[src/rtl/io_bus_pkg.sv]
// Shared definitions for the IO bus responder: register map, STATUS/CONTROL
// bit positions and the data path width.
package io_bus_pkg;

  localparam int unsigned DATA_W = 16;

  typedef enum logic [1:0] {
    REG_DATA    = 2'd0,
    REG_STATUS  = 2'd1,
    REG_CONTROL = 2'd2,
    REG_RSVD    = 2'd3
  } reg_off_e;

  localparam int unsigned ST_TX_FULL    = 0;
  localparam int unsigned ST_TX_EMPTY   = 1;
  localparam int unsigned ST_RX_FULL    = 2;
  localparam int unsigned ST_RX_EMPTY   = 3;
  localparam int unsigned ST_OVERFLOW   = 4;
  localparam int unsigned ST_UNDERFLOW  = 5;
  localparam int unsigned ST_RX_COUNT   = 8;
  localparam int unsigned ST_RX_COUNT_W = 5;

  localparam int unsigned CTRL_ENABLE = 0;
  localparam int unsigned CTRL_FLUSH  = 1;
  localparam int unsigned CTRL_IRQ_EN = 2;

endpackage

[src/rtl/io_fifo.sv]
// Synchronous FIFO with occupancy count; full/empty judged on cycle-start state,
// flush overrides push and pop.
module io_fifo #(
  parameter int unsigned DEPTH = 4,
  parameter int unsigned WIDTH = 16
) (
  input  logic                     clk,
  input  logic                     rst,
  input  logic                     push,
  input  logic                     pop,
  input  logic                     flush,
  input  logic [WIDTH-1:0]         wdata,
  output logic [WIDTH-1:0]         rdata,
  output logic                     full,
  output logic                     empty,
  output logic [$clog2(DEPTH):0]   count
);

  localparam int unsigned AW = $clog2(DEPTH);
  localparam logic [AW:0] DEPTH_C = (AW+1)'(DEPTH);

  logic [AW-1:0]  wr_ptr_q, wr_ptr_d;
  logic [AW-1:0]  rd_ptr_q, rd_ptr_d;
  logic [AW:0]    count_q, count_d;
  logic [WIDTH-1:0] mem_q [DEPTH];
  logic           do_push, do_pop;

  assign full    = (count_q == DEPTH_C);
  assign empty   = (count_q == '0);
  assign count   = count_q;
  assign rdata   = mem_q[rd_ptr_q];
  assign do_push = push && !full;
  assign do_pop  = pop && !empty;

  always_comb begin
    wr_ptr_d = wr_ptr_q;
    rd_ptr_d = rd_ptr_q;
    count_d  = count_q;
    if (flush) begin
      wr_ptr_d = '0;
      rd_ptr_d = '0;
      count_d  = '0;
    end else begin
      if (do_push) wr_ptr_d = wr_ptr_q + AW'(1);
      if (do_pop)  rd_ptr_d = rd_ptr_q + AW'(1);
      case ({do_push, do_pop})
        2'b10:   count_d = count_q + (AW+1)'(1);
        2'b01:   count_d = count_q - (AW+1)'(1);
        default: count_d = count_q;
      endcase
    end
  end

  always_ff @(posedge clk or negedge rst) begin
    if (!rst) begin
      wr_ptr_q <= '0;
      rd_ptr_q <= '0;
      count_q  <= '0;
    end else begin
      wr_ptr_q <= wr_ptr_d;
      rd_ptr_q <= rd_ptr_d;
      count_q  <= count_d;
    end
  end

  // Storage carries no reset: contents are only observable once count is non-zero.
  always_ff @(posedge clk) begin
    if (do_push && !flush) mem_q[wr_ptr_q] <= wdata;
  end

endmodule

[src/rtl/io_bus_responder.sv]
// CPU IO-port register block bridging DATA/STATUS/CONTROL accesses to a
// device-side TX/RX stream pair through two FIFOs.
module io_bus_responder
  import io_bus_pkg::*;
#(
  parameter logic [7:0]  BASE_ADDR = 8'h10,
  parameter int unsigned DEPTH     = 4
) (
  input  logic              clk,
  input  logic              rst,
  input  logic [7:0]        io_addr,
  input  logic [DATA_W-1:0] io_data,
  input  logic              io_wr,
  input  logic              io_rd,
  output logic [DATA_W-1:0] io_rd_data,
  output logic              io_rd_valid,
  output logic [DATA_W-1:0] tx_data,
  output logic              tx_valid,
  input  logic              tx_ready,
  input  logic [DATA_W-1:0] rx_data,
  input  logic              rx_valid,
  output logic              rx_ready,
  output logic              irq
);

  localparam int unsigned CW = $clog2(DEPTH) + 1;

  reg_off_e          off;
  logic              hit, rd_hit, wr_hit;
  logic              enable_q, enable_d, irq_en_q, irq_en_d;
  logic              ovf_q, ovf_d, udf_q, udf_d;
  logic              rd_valid_q, rd_valid_d;
  logic [DATA_W-1:0] rd_data_q, rd_data_d;
  logic              tx_full, tx_empty, rx_full, rx_empty;
  logic              tx_push, tx_pop, rx_push, rx_pop, flush;
  logic              ovf_set, udf_set, status_rd;
  logic [CW-1:0]     tx_count, rx_count;
  logic [DATA_W-1:0] rx_head, status;

  assign hit    = (io_addr[7:2] == BASE_ADDR[7:2]);
  assign rd_hit = hit && io_rd;
  assign wr_hit = hit && io_wr;
  assign off    = reg_off_e'(io_addr[1:0]);

  assign tx_valid = enable_q && !tx_empty;
  assign tx_pop   = tx_valid && tx_ready;
  assign rx_ready = enable_q && !rx_full;
  assign rx_push  = rx_valid && rx_ready;
  assign irq      = irq_en_q && (!rx_empty || ovf_q);

  always_comb begin
    flush     = wr_hit && (off == REG_CONTROL) && io_data[CTRL_FLUSH];
    tx_push   = wr_hit && (off == REG_DATA) && enable_q && !tx_full;
    ovf_set   = wr_hit && (off == REG_DATA) && tx_full;
    rx_pop    = rd_hit && (off == REG_DATA) && !rx_empty;
    udf_set   = rd_hit && (off == REG_DATA) && rx_empty;
    status_rd = rd_hit && (off == REG_STATUS);
  end

  always_comb begin
    status                                    = '0;
    status[ST_TX_FULL]                        = tx_full;
    status[ST_TX_EMPTY]                       = tx_empty;
    status[ST_RX_FULL]                        = rx_full;
    status[ST_RX_EMPTY]                       = rx_empty;
    status[ST_OVERFLOW]                       = ovf_q;
    status[ST_UNDERFLOW]                      = udf_q;
    status[ST_RX_COUNT +: ST_RX_COUNT_W]      = ST_RX_COUNT_W'(rx_count);
  end

  always_comb begin
    enable_d   = enable_q;
    irq_en_d   = irq_en_q;
    rd_valid_d = rd_hit;
    rd_data_d  = rd_data_q;
    // Clear-on-read is applied first so a same-cycle set event wins.
    ovf_d      = (ovf_q && !status_rd) || ovf_set;
    udf_d      = (udf_q && !status_rd) || udf_set;

    if (wr_hit && (off == REG_CONTROL)) begin
      enable_d = io_data[CTRL_ENABLE];
      irq_en_d = io_data[CTRL_IRQ_EN];
    end

    if (rd_hit) begin
      case (off)
        REG_DATA:    rd_data_d = rx_empty ? '0 : rx_head;
        REG_STATUS:  rd_data_d = status;
        REG_CONTROL: begin
          rd_data_d              = '0;
          rd_data_d[CTRL_ENABLE] = enable_q;
          rd_data_d[CTRL_IRQ_EN] = irq_en_q;
        end
        default:     rd_data_d = '0;
      endcase
    end
  end

  always_ff @(posedge clk or negedge rst) begin
    if (!rst) begin
      enable_q   <= 1'b0;
      irq_en_q   <= 1'b0;
      ovf_q      <= 1'b0;
      udf_q      <= 1'b0;
      rd_valid_q <= 1'b0;
      rd_data_q  <= '0;
    end else begin
      enable_q   <= enable_d;
      irq_en_q   <= irq_en_d;
      ovf_q      <= ovf_d;
      udf_q      <= udf_d;
      rd_valid_q <= rd_valid_d;
      rd_data_q  <= rd_data_d;
    end
  end

  assign io_rd_data  = rd_data_q;
  assign io_rd_valid = rd_valid_q;

  io_fifo #(.DEPTH(DEPTH), .WIDTH(DATA_W)) u_tx_fifo (
    .clk   (clk),
    .rst   (rst),
    .push  (tx_push),
    .pop   (tx_pop),
    .flush (flush),
    .wdata (io_data),
    .rdata (tx_data),
    .full  (tx_full),
    .empty (tx_empty),
    .count (tx_count)
  );

  io_fifo #(.DEPTH(DEPTH), .WIDTH(DATA_W)) u_rx_fifo (
    .clk   (clk),
    .rst   (rst),
    .push  (rx_push),
    .pop   (rx_pop),
    .flush (flush),
    .wdata (rx_data),
    .rdata (rx_head),
    .full  (rx_full),
    .empty (rx_empty),
    .count (rx_count)
  );

  count_bound_a: assert property (@(posedge clk) disable iff (!rst)
    (tx_count <= CW'(DEPTH)) && (rx_count <= CW'(DEPTH)));

endmodule

[config.mk]
export PLATFORM = sky130hd
export DESIGN_NAME = io_bus_responder
export DESIGN_NICKNAME = d
export VERILOG_FILES = /design/src/rtl/io_bus_pkg.sv /design/src/rtl/io_fifo.sv /design/src/rtl/io_bus_responder.sv
export SDC_FILE = /design/constraint.sdc
export NUM_CORES = 1
export LEC_CHECK = 0
export CORE_MARGIN = 5
export CORE_UTILIZATION = 50
export DETAILED_ROUTE_END_ITERATION = 6
export GPL_TIMING_DRIVEN = 1
export PLACE_DENSITY_LB_ADDON = 0.15
export SKIP_CTS_REPAIR_TIMING = 1
export SYNTH_ARGS = -nofsm -noshare
export SYNTH_HDL_FRONTEND = slang
export SYNTH_SLANG_ARGS = --single-unit
[constraint.sdc]
create_clock -name clk -period 2.29 [get_ports clk]
set_clock_uncertainty 0.2 [all_clocks]
set_input_delay 0.229 -clock clk [delete_from_list [all_inputs] [get_ports clk]]
set_output_delay 0.229 -clock clk [all_outputs]
set_load 0.02 [all_outputs]
## Word level (Yosys, flattened, before mapping)

Memory sizes are Yosys's and may differ from the RTL's.
Index checks and enable logic that the tools add are counted.

| word-level totals | value |
|---|---|
| memories kept | 2 |
| output and inout port bits | 36 |
| register bits after elaboration | 35 |
| memory bits (writable) | 128 |

| cells by class | value |
|---|---|
| $add $sub $neg | 8 |
| eq/ne operators | 9 |
| reductions and logical operators | 43 |
| multiplexer cells | 18 |

Memory list:

| memory | depth | bits a word | rd ports | clocked after memory_dff | write ports | RTL line | RTL |
|---|---|---|---|---|---|---|---|
| u_rx_fifo.mem_q | 4 | 16 | 1 | 0 | 1 | io_fifo.sv:25 | `logic [WIDTH-1:0] mem_q [DEPTH];` |
| u_tx_fifo.mem_q | 4 | 16 | 1 | 0 | 1 | io_fifo.sv:25 |  |

Operators by type and width:

| kind | number |
|---|---|
| $pmux W16 S3 | 1 |
| $logic_and A1 B1 Y1 | 25 |
| $mux W16 | 1 |
| $mux W2 | 8 |
| $pmux W3 S2 | 2 |
| $add A2 B1 Y2 const B | 4 |
| $reduce_bool A2 Y1 | 4 |
| $add A3 B1 Y3 const B | 2 |
| $eq A2 B1 Y1 const B | 3 |
| $eq A2 B2 Y1 const B | 3 |
| $eq A3 B3 Y1 const B | 2 |
| $eq A6 B3 Y1 const B | 1 |
| $logic_not A1 Y1 | 6 |
| $logic_not A3 Y1 | 2 |
| $mux W3 | 2 |
| $reduce_bool A3 Y1 | 2 |
| $sub A3 B1 Y3 const B | 2 |
| $mux W1 | 4 |
| $logic_or A1 B1 Y1 | 3 |
| $logic_not A2 Y1 | 1 |

## Longest topological paths before layout

| logic depth | value |
|---|---|
| depth after elaboration | 9 |
| depth in mapped cells | 8 |
| gate-level depth less buffers | 7 |

## Modules after synthesis

From an unflattened synthesis, not the netlist that was laid out.

| unflattened totals | value |
|---|---|
| cell total of the unflattened synthesis | 404 |
| area, all modules | 6839.1 µm² |

By module, submodules not included:

| module | times used | sequential area each (µm²) | area an instance (µm²) | cells each |
|---|---|---|---|---|
| io_fifo | 2 | 2097.0 | 2859.0 | 148 |
| io_bus_responder | 1 | 525.5 | 1121.1 | 108 |

## Least setup slack after synthesis

No wires, ideal clock.

| timing path | value |
|---|---|
| kind | input -> register |
| start | in io_addr[5] |
| end | reg u_tx_fifo.count_q[2], in the netlist u_tx_fifo.count[2] |
| library setup time | 79 ps |
| arrival time | 2168 ps |
| buffers on the path | 1 |
| setup slack | -157 ps |
| data required time | 2011 ps |
| cell stages on the path | 8 |
| cell sequence | or4b_4 > nor4_4 > buf_6 > nor2_1 > fa_1 > and2_1 > mux2i_1 > mux2i_1 |

| on the way | value |
|---|---|
| word-level cells in the longest chain between the ends | 9 |
| elaborated cells on any way between the ends | 13 |
| classes of those cells | eq/ne (3); mux (2); reduce/logical (8) |

RTL lines:

| what | RTL line | RTL |
|---|---|---|
| start, declared | io_bus_responder.sv:11 | `input logic [7:0] io_addr,` |
| $eq A6 B3 Y1 * | io_bus_responder.sv:40 | `assign hit = (io_addr[7:2] == BASE_ADDR[7:2]);` |
| $logic_and A1 B1 Y1 * | io_bus_responder.sv:42 | `assign wr_hit = hit && io_wr;` |
| $logic_and A1 B1 Y1 (3 in a row) | io_bus_responder.sv:53 | `tx_push = wr_hit && (off == REG_DATA) && enable_q && !tx_full;` |
| $logic_and A1 B1 Y1 | io_fifo.sv:32 | `assign do_push = push && !full;` |
| $eq A2 B1 Y1 or $eq A2 B2 Y1 (tied branches) | io_fifo.sv:46 | `case ({do_push, do_pop})` |
| $pmux W3 S2 | io_fifo.sv:46 |  |
| $mux W3 | io_fifo.sv:39 | `if (flush) begin` |
| end signal, assigned | io_fifo.sv:62 | `count_q <= count_d;` |
| end, declared | io_fifo.sv:24 | `logic [AW:0] count_q, count_d;` |

Every way passes the cells marked *; elsewhere a longest branch is shown, timed or not.
A chain may end at the register's enable or synchronous reset.

## Final worst setup path

| timing path | value |
|---|---|
| start | reg enable_q |
| end | out tx_valid |

| on the way | value |
|---|---|
| word-level cells in the longest chain between the ends | 1 |

RTL lines:

| what | RTL line | RTL |
|---|---|---|
| start, declared | io_bus_responder.sv:30 | `logic enable_q, enable_d, irq_en_q, irq_en_d;` |
| start signal, assigned | io_bus_responder.sv:108 | `enable_q <= enable_d;` |
| $logic_and A1 B1 Y1 | io_bus_responder.sv:45 | `assign tx_valid = enable_q && !tx_empty;` |
| end, declared | io_bus_responder.sv:18 | `output logic tx_valid,` |

Every way passes these cells.

==> impl_metrics.py <==
metrics = {
    "synth": {
        "synth_xor_area_share_pct": 0.804,
        "syn_avg_cell_area_um2": 18.2,
        "yosysUniqueCellTypes": 47,
        "synth-simple-area-share_pct": 6.47,
        "synth_compound_area_share_pct": 3.77,
        "syn-instance-count": 359,
        "synth.ff_latch_count": 163,
        "synth_area_um2": 6540,
        "synth_nets": 415,
        "async_flop_share_pct": 21.5,
        "synth.area.mux_share_pct": 12.9,
        "yosys.area.top_type": "edfxtp_1",
        "synth.area.top_cells": "edfxtp_1, dfrtp_1, mux4_2",
        "yosys.area.top_type_share_pct": 58.8,
        "synth_top_flop_cell": "edfxtp_1",
        "synth_edf_count": 128,
        "synth_top_family_by_area": "multiplexers",
        "synth_seq_area_share_pct": 72.2,
        "ys_warn_count": 0,
        "synth_fa_ha_area_share_pct": 2.14,
    },
    "clock_tree": {
        "cts_buffers": 17,
        "clock-root-buffer": "clkbuf_16",
        "cts_tree": "yes",
        "cts.htree.levels": 4,
        "cts.clk_slew.worst_paths_ns": 0.06,
        "insertion_delay_ns": 0.42,
        "clockBufferDepth": 2,
        "clock_sinks": 163,
    },
    "floorplanning": {
        "die_w_um": 124,
        "core-area_um2": 12700,
        "die_area_um2": 15500,
        "die_h_um": 124,
        "floorplan.initialDensity_pct": 51.4,
        "rows": 41,
        "io_pins": 82,
    },
    "pwr": {
        "leakage_nw": 3.32,
        "ir_worst_vdd_mv": 0.498,
        "p_per_area_nw_per_um2": 757,
    },
    "cells_and_area": {
        "drive_above_1_share_pct": 25.3,
        "final_nets": 548,
        "diodes": 0,
        "nFillCells": 938,
        "area_growth_pct": 31.6,
    },
    "sta": {
        "period_minus_slack_ns": 2.21,
        "setup_viol": 0,
        "hold_slack_ns": 0.0362,
        "rsz0062_at_grt": "yes",
        "slew_violations": 0,
        "maxClockFrequency_ghz": 0.453,
        "slew_headroom_pct": 67.2,
        "finalSetupTns_ns": 0,
        "post-route-period-util_pct": 96.3,
        "max_slew.worst_pin.slew_ns": 0.492,
        "hold_viol": 0,
    },
    "placement": {
        "gp_congestion": 0.767,
        "dp_hpwl_um": 8780,
        "io_buffers": 81,
    },
    "setup_path": {
        "crit_required_ns": 1.86,
        "crit_fanout": 8,
        "start_kind": "register",
        "arrival_ns": 1.78,
        "crit_type": "reg -> out",
        "end_kind": "output pin",
        "cp-startpoint": "enable_q$_DFFE_PN0P_",
        "crit-reg2reg-launch": "u_rx_fifo.count[0]$_DFFE_PN0P_",
    },
    "global_route": {
        "grt_pass1_vias": 3963,
        "overflow": 0,
        "grt_usage_pct": 17.4,
        "grt_pass1_wl_um": 20700,
        "grt_max_degree": 36,
        "antenna_found_initial": 0,
    },
    "detailed_routing": {
        "num_vias": 3647,
        "wl_per_cell_um": 18.9,
        "avgViaCountPerCell": 5.39,
        "drc": 0,
        "final_antenna_net_count": 0,
        "dr.pass1.iters": 4,
        "drt_wl_total_um": 12800,
        "drt_iter0_drc": 222,
    },
    "status": {
        "status": "complete, no violations",
    },
    "min_path": {
        "hold_class": "in -> async",
    },
    "job": {
        "maxCapViolations": 0,
    },
}
-- power by group --
group | switching (mW) | internal, mW
sequential | 0.0667 | 3.27
combinational | 0.277 | 0.311
clock | 1.09 | 1.49
total | 1.44 | 5.07
-- logic make-up (layout without fill, tap and decap cells) --
kind of cell,count (synthesis),in the layout
DFF,163,163
and+or+nand+nor,76,76
muxes,44,44
AOI/OAI and AO/OA,34,34
buffers and inverters,26,172
adders and majority gates,10,10
xor gates and xnor gates,6,6
-- synth_stat cells, drive strengths merged (3+ instances only) --
master and instances:
inv 7, clkbuf 12, a22o 7, and4 3, or3 3, a21oi 4, a31oi 3, edfxtp 128
dfrtp 35, and3 5, ha 8, o21ai 6, mux4 32, nand2b 5, xnor2 5, buf 6
and2 6, nand2 16, nor3 3, mux2 3, mux2i 9, a221oi 5, nor2 22
-- critical path: stages (launching register included) --
cell	delay [ns]
dfrtp_1	0.40
buf_4	0.18
nor2b_1	0.16
clkdlybuf4s50_1	0.61
-- registers in the layout, indices dropped and copies added, names as in the netlist --
signal / flops
irq_en_q: 1
u_rx_fifo.mem_q: 64
u_rx_fifo.wr_ptr_q: 2
u_tx_fifo.count: 3
io_rd_data: 16
io_rd_valid: 1
u_tx_fifo.rd_ptr_q: 2
u_tx_fifo.wr_ptr_q: 2
ovf_q: 1
udf_q: 1
u_tx_fifo.mem_q: 64
u_rx_fifo.count: 3
enable_q: 1
u_rx_fifo.rd_ptr_q: 2
-- worst paths after layout --
check                                                  to  slack [ns]  cells after the start
min in group clk                     enable_q$_DFFE_PN0P_        0.23                      5
hold reg to reg                 io_rd_data[3]$_DFFE_PN0P_        0.30                      1
hold / removal                      io_rd_valid$_DFF_PN0_        0.04                      2
max in group asynchronous  u_rx_fifo.count[2]$_DFFE_PN0P_        1.49                      2
setup reg to reg           u_rx_fifo.count[2]$_DFFE_PN0P_        0.11                      7
setup / recovery                                 tx_valid        0.08                      3
-- metrics by stage --
stage          cells  instance area [um2]  util [%]  total power [mW]  setup slack, ns
2_1_floorplan    359                 6540         -              3.64           0.0193
3_5_place_dp     643                 7950      62.5              3.97           -0.379
6_report         677                 8600      67.6              6.51           0.0838
4_1_cts          675                 8500      66.8              6.57           -0.326
5_1_grt          677                 8600      67.6              6.77         -0.00606
3_3_place_gp     643                 7950      62.5              3.95           -0.289
-- routing by layer --
| layer | track usage (%) | routed length (um) | vias to the layer above |
|---|---|---|---|
| met5 | 0 | 0 | - |
| met4 | 8.06 | 278 | 0 |
| met3 | 4.93 | 587 | 22 |
| met2 | 29.6 | 6680 | 85 |
| met1 | 20.4 | 5280 | 1852 |
| li1 | - | - | 1688 |
-- placed cells by master, fill, tap and decap left out, types with 8 or more instances in the layout --
cell type,instances
buf_12,8
dfrtp_1,33
mux2i_1,8
clkdlybuf4s50_1,59
buf_4,43
ha_1,8
nor2_1,20
clkbuf_16,17
edfxtp_1,128
nand2_1,16
mux4_2,32
dlymetal6s2s_1,21
-- final cells by class --
type | instances | area (um2) | share of cell area [%]
Tap cell | 172 | 215 | 2.50
Clock inverter | 13 | 111 | 1.29
Timing Repair Buffer | 132 | 1340 | 15.6
Inverter | 8 | 30.0 | 0.349
Clock buffer | 19 | 433 | 5.03
Sequential cell | 163 | 4720 | 54.9
Multi-Input combinational cell | 170 | 1750 | 20.3
(Power assumes the default switching activity.)
